==> src/rtl/serial_subtractor.sv <==
// Multi-cycle subtractor: x - y, CHUNK bits per cycle, borrow chain kept in a register.
// Optional compare flags are enabled by defining SERIAL_SUBTRACTOR_FLAGS_EN.
module serial_subtractor #(
  parameter int WIDTH  = 32,
  parameter int CHUNK  = 8,
  parameter bit SIGNED = 1'b1
) (
  input  logic             in_clk,
  input  logic             in_rst_n,
  input  logic             in_req_valid,
  input  logic [WIDTH-1:0] in_x,
  input  logic [WIDTH-1:0] in_y,
  output logic             out_req_ready,
  output logic             out_rsp_valid,
  input  logic             in_rsp_ready,
  output logic [WIDTH-1:0] out_result,
  output logic             out_borrow,
  output logic             out_overflow,
  output logic             out_zero,
  output logic             out_lt,
  output logic             out_ltu
);

  localparam int N  = WIDTH / CHUNK;
  localparam int CW = (N > 1) ? $clog2(N) : 1;

  typedef enum logic [1:0] {IDLE, RUN, DONE} state_t;

  state_t           state;
  logic [WIDTH-1:0] x_q;
  logic [WIDTH-1:0] y_q;
  logic [WIDTH-1:0] res_q;
  logic             borrow_q;
  logic [CW-1:0]    cnt;

  logic [CHUNK-1:0] xc;
  logic [CHUNK-1:0] yc;
  logic [CHUNK:0]   sub;
  logic [WIDTH-1:0] res_nxt;
  logic             ovf_raw;
  logic             last;

  // One chunk of the ripple per cycle; res_nxt is the result including this chunk.
  always_comb begin
    xc      = '0;
    yc      = '0;
    res_nxt = res_q;
    for (int i = 0; i < N; i++) begin
      if (cnt == CW'(i)) begin
        xc = x_q[i*CHUNK +: CHUNK];
        yc = y_q[i*CHUNK +: CHUNK];
      end
    end
    sub = {1'b0, xc} - {1'b0, yc} - {{CHUNK{1'b0}}, borrow_q};
    for (int i = 0; i < N; i++) begin
      if (cnt == CW'(i)) res_nxt[i*CHUNK +: CHUNK] = sub[CHUNK-1:0];
    end
    ovf_raw = (x_q[WIDTH-1] != y_q[WIDTH-1]) && (res_nxt[WIDTH-1] != x_q[WIDTH-1]);
    last    = (cnt == CW'(N - 1));
  end

  always_ff @(posedge in_clk or negedge in_rst_n) begin
    if (!in_rst_n) begin
      state         <= IDLE;
      x_q           <= '0;
      y_q           <= '0;
      res_q         <= '0;
      borrow_q      <= 1'b0;
      cnt           <= '0;
      out_req_ready <= 1'b1;
      out_rsp_valid <= 1'b0;
      out_result    <= '0;
      out_borrow    <= 1'b0;
      out_overflow  <= 1'b0;
    end else begin
      case (state)
        IDLE: begin
          if (in_req_valid) begin
            x_q           <= in_x;
            y_q           <= in_y;
            borrow_q      <= 1'b0;
            cnt           <= '0;
            out_req_ready <= 1'b0;
            state         <= RUN;
          end
        end
        RUN: begin
          res_q    <= res_nxt;
          borrow_q <= sub[CHUNK];
          cnt      <= cnt + CW'(1);
          if (last) begin
            // Outputs only change here, so they hold through DONE and IDLE.
            out_result    <= res_nxt;
            out_borrow    <= sub[CHUNK];
            out_overflow  <= SIGNED ? ovf_raw : 1'b0;
            out_rsp_valid <= 1'b1;
            state         <= DONE;
          end
        end
        DONE: begin
          if (in_rsp_ready) begin
            out_rsp_valid <= 1'b0;
            out_req_ready <= 1'b1;
            state         <= IDLE;
          end
        end
        default: state <= IDLE;
      endcase
    end
  end

`ifdef SERIAL_SUBTRACTOR_FLAGS_EN
  // Signed less-than uses the raw overflow so it is correct even when SIGNED=0.
  always_ff @(posedge in_clk or negedge in_rst_n) begin
    if (!in_rst_n) begin
      out_zero <= 1'b0;
      out_lt   <= 1'b0;
      out_ltu  <= 1'b0;
    end else if (state == RUN && last) begin
      out_zero <= (res_nxt == '0);
      out_lt   <= res_nxt[WIDTH-1] ^ ovf_raw;
      out_ltu  <= sub[CHUNK];
    end
  end
`else
  assign out_zero = 1'b0;
  assign out_lt   = 1'b0;
  assign out_ltu  = 1'b0;
`endif

endmodule
==> config.mk <==
export PLATFORM = sky130hd
export DESIGN_NAME = serial_subtractor
export DESIGN_NICKNAME = d
export VERILOG_FILES = /design/src/rtl/serial_subtractor.sv
export SDC_FILE = /design/constraint.sdc
export NUM_CORES = 1
export LEC_CHECK = 0
export ABC_CLOCK_PERIOD_IN_PS = 5950
export CORE_MARGIN = 2
export CORE_UTILIZATION = 52
export CTS_CLUSTER_DIAMETER = 120
export DETAILED_ROUTE_END_ITERATION = 12
export MAX_ROUTING_LAYER = met4
export PLACE_DENSITY = 0.86
export REMOVE_ABC_BUFFERS = 1
export SYNTH_ARGS = -nofsm -noshare
export SYNTH_HDL_FRONTEND = slang
export SYNTH_SLANG_ARGS = --single-unit
==> constraint.sdc <==
create_clock -name in_clk -period 5.95 [get_ports in_clk]
set_input_delay 1.19 -clock in_clk [delete_from_list [all_inputs] [get_ports in_clk]]
set_output_delay 1.19 -clock in_clk [all_outputs]
set_load 0.01 [all_outputs]
==> impl_results.md <==
* First-pass DRT Iterations at 5
* HPWL after DPL at 9.212 mm
* Layout filler cell count at 887
* WP data required at 6.20 ns
* CORE AREA at 11860 um^2
* #FFs+latches synth at 129
* Synth unique cells at 49
* Vias in the first global route at 4778
* Worst setup margin at ~1.6 ns
* Status: completed
* Number of flops mapped to enable cells by yosys at 0
* Largest family of logic cells by synthesized area: multiplexers
* Ant diodes at 0
* Clock-pin slew on the worst setup and hold paths at 0.06 ns
* Layout cells sized above 1 at 10.92%
* Measured slew at the worst slew-check pin at slightly above 1 ns
* Hold path start: out_overflow
* Mapped Cells at 589
* Worst hold-check path type: register to register
* Largest area contributor in the netlist: dfrtp_1
* Slowest-stage cell, CP: ha_1
* Layout Nets at 762
* Ys flop type: dfrtp_1
* Gates resized, CTS repair at 0
* R2R depth at 17
* Clk_skew at 0.01596 ns
* Top post-synthesis cells by count: dfrtp_1 (128), nand2_1 (101), o21ai_1 (48), mux2_1 (44), a21oi_1 (38)
* Largest cells by area after synthesis: dfrtp_1 (51%), mux2_1 (7.9%), nand2_1 (6.1%)
* DR DRC count at 0
* Starting Density at between 50% and 60%
* Gr ovfl total at 0
* Fin crit period at 4.360 ns
* Cts hold-fix bufs at 0
* CTS Sinks at approximately 130
* Placed Cells at 804
* FF-to-FF setup slack at around 1.6 ns
* Total CTS buffers at 17
* Fraction of registers with async set/reset at 100.0%
* # setup viols final at 0
* Setup Crit Path Kind: register to register
* CP most frequent cell: a21oi_1
* Crit-path max FO at 16
* Syn. warnings at 0
* Root Buffer: clkbuf_16
* CP arrival at between 4 and 5 ns
* DIE WIDTH at around 110 um
* Startpoint types: register
* Compound-cell area share of the yosys netlist at 11.39%
* Die H at 113.5 um
* Slew Viols, Final at 0
* GR Util All Layers at 24.04%
* Die area at 12890 um^2
* Hold EP: out_overflow
* Initial antenna violation count at 0
* Post-synthesis sequential area ratio at roughly 52%
* Number of max-cap violations at 0
* Critical path cell sequence: inv_1, ha_1, nand2_1, nor2_1, a21oi_1, nor2_1, a21oi_1, o21ai_1, fa_1, inv_1, fa_1, nand2b_1, a21oi_1, o21bai_1, a21oi_2, xor2_1, o21ai_1
* CP max stage delay at 0.63 ns
* Worst r2r dst: out_result[30]
* Hold Path Stages at 2
* Post-synthesis mux area share at 15.85%
* Count of port buffers added during placement at 103
* Finished Layout Cells at about 830
* Clock Path Buffers at 2
* 1st-iter DRT viols at about 380
* Unrepaired setup endpoints after global routing: false
* XOR/XNOR share of the synthesized area at 1.685%
* Slew HR at 31.06%
* Routed WL at 14.16 mm
* Final period util at 73.29%
* Worst slack, placed at ~1.7 ns
* Vias at 4610
* Via density at 5.528
* Simple-Gate Fraction of Synth Area at 11.37%
* Synthesized-area fraction occupied by adder cells at a little under 4%
* Kind of end point of the critical path: register
* Dpl cell area at about 7300 um^2
* Largest net degree at the start of global routing at 70
* I/O pin count at roughly 110
* Average size of a mapped cell at 10.59 um^2
* Reg2reg start: cnt[0]
* CTS tree: built
* Post-Syn Area at 6237 um^2
* FP Rows at 40
* Clock Latency Late Sink at between 0.4 and 0.5 ns
* DR WL/cell at 16.97 um
* Count leader, synth: dfrtp_1
* First-pass GRT wire length at 23.32 mm
* Setup_tns at 0 ns
* Synth-to-Final Area Change at 27.32%
* Post-route ant nets at 0
* Post-CTS Setup Bufs at 0
* RePlAce Congestion at 0.8020
* H-tree Lvls at 4
* Design Area, Final at 7941 um^2
* Synth top area share at 51.35%
* Final Hold Viols at 0
* F_max at about 0.23 GHz
[metrics by stage]
stage | util (%) | hold slack, ns
global placement | 61.68 | 0.4483
detailed placement | 61.68 | 0.4630
global route | 66.95 | 0.4997
finish | 66.95 | 0.4658
floorplan | - | 0.4446
CTS | 66.95 | 0.4753
[sequential cells by signal (all words and copies together) (netlist names)]
register / count
x_q: 32
borrow_q: 1
res_q: 24
out_overflow: 1
out_borrow: 1
out_result: 32
out_req_ready: 1
state: 2
y_q: 32
out_rsp_valid: 1
cnt: 2
[worst max-delay path, delay by kind of cell, from the launching register on]
| family | cells | cell delay [ns] |
|---|---|---|
| and+or+nand+nor | 4 | 0.68 |
| AOI/OAI and AO/OA | 7 | 1.24 |
| adders and majority gates | 3 | 1.27 |
| buffers and inverters | 2 | 0.19 |
| xor gates and xnor gates | 1 | 0.36 |
| DFF | 1 | 0.43 |
[per-layer routing]
metal	global-route usage, %	up-vias	share of wire [%]	wire length, um
li1	-	2185	-	-
met1	29.46	2259	42	6009
met2	39.28	138	51	7152
met3	7.173	28	5.6	798
met4	6.423	0	1.4	197
met5	-	-	0	0
[kinds of logic (layout without fill, tap and decap cells)]
| family | after synthesis | after routing |
|---|---|---|
| and+or+nand+nor | 161 | 161 |
| DFF | 129 | 129 |
| AOI/OAI and AO/OA | 123 | 123 |
| muxes | 90 | 90 |
| buffers and inverters | 58 | 154 |
| adders and majority gates | 18 | 18 |
| xor gates and xnor gates | 9 | 9 |
| other | 1 | 3 |
[placed cells by master, fill, tap and decap left out, types with 2 or more instances in the layout]
master	Yosys	routed
buf_4	5	5
nor2_1	28	27
mux2i_1	20	20
fa_1	2	2
conb_1	1	3
clkbuf_8	0	3
nand3b_1	4	4
nor3b_1	9	9
nor3_1	2	2
bufinv_16	0	4
o21ai_0	21	21
clkinv_2	0	3
a211oi_4	2	2
xnor2_1	5	5
nand3_1	4	4
o21bai_1	2	2
xor2_1	2	2
a211oi_1	3	3
nand2_1	101	100
clkinvlp_4	0	2
dfrtp_1	128	128
mux2_1	44	44
a21oi_1	38	38
ha_1	16	14
clkbuf_16	0	17
mux2_2	26	26
nand2b_1	4	4
inv_1	17	17
ha_2	0	2
clkdlybuf4s50_1	0	102
o21ai_1	48	48
[worst max-delay path by stage]
stage | start | to | depth (start not counted)
3_3_place_gp | cnt[0] | res_q[21] | 15
3_5_place_dp | cnt[0] | res_q[22] | 17
4_1_cts | cnt[0] | out_result[30] | 17
5_1_grt | cnt[1] | out_result[30] | 15
2_1_floorplan | in_req_valid | x_q[14] | 3
6_report | cnt[0] | out_result[30] | 17
[final cells by class]
| class | count | area, um^2 | share of cell area (%) |
|---|---|---|---|
| inverters | 17 | 63.81 | 0.8035 |
| flip-flops and latches | 129 | 3229 | 40.66 |
| multi-input cells | 404 | 2780 | 35.01 |
| well taps | 147 | 183.9 | 2.316 |
| clock buffers | 20 | 466.7 | 5.877 |
| clock inverters | 10 | 158.9 | 2.001 |
| repair buffers | 107 | 1059 | 13.33 |
Power is not shown: default switching activity piles up to over one toggle a cycle in this logic, so the estimate is an artifact.
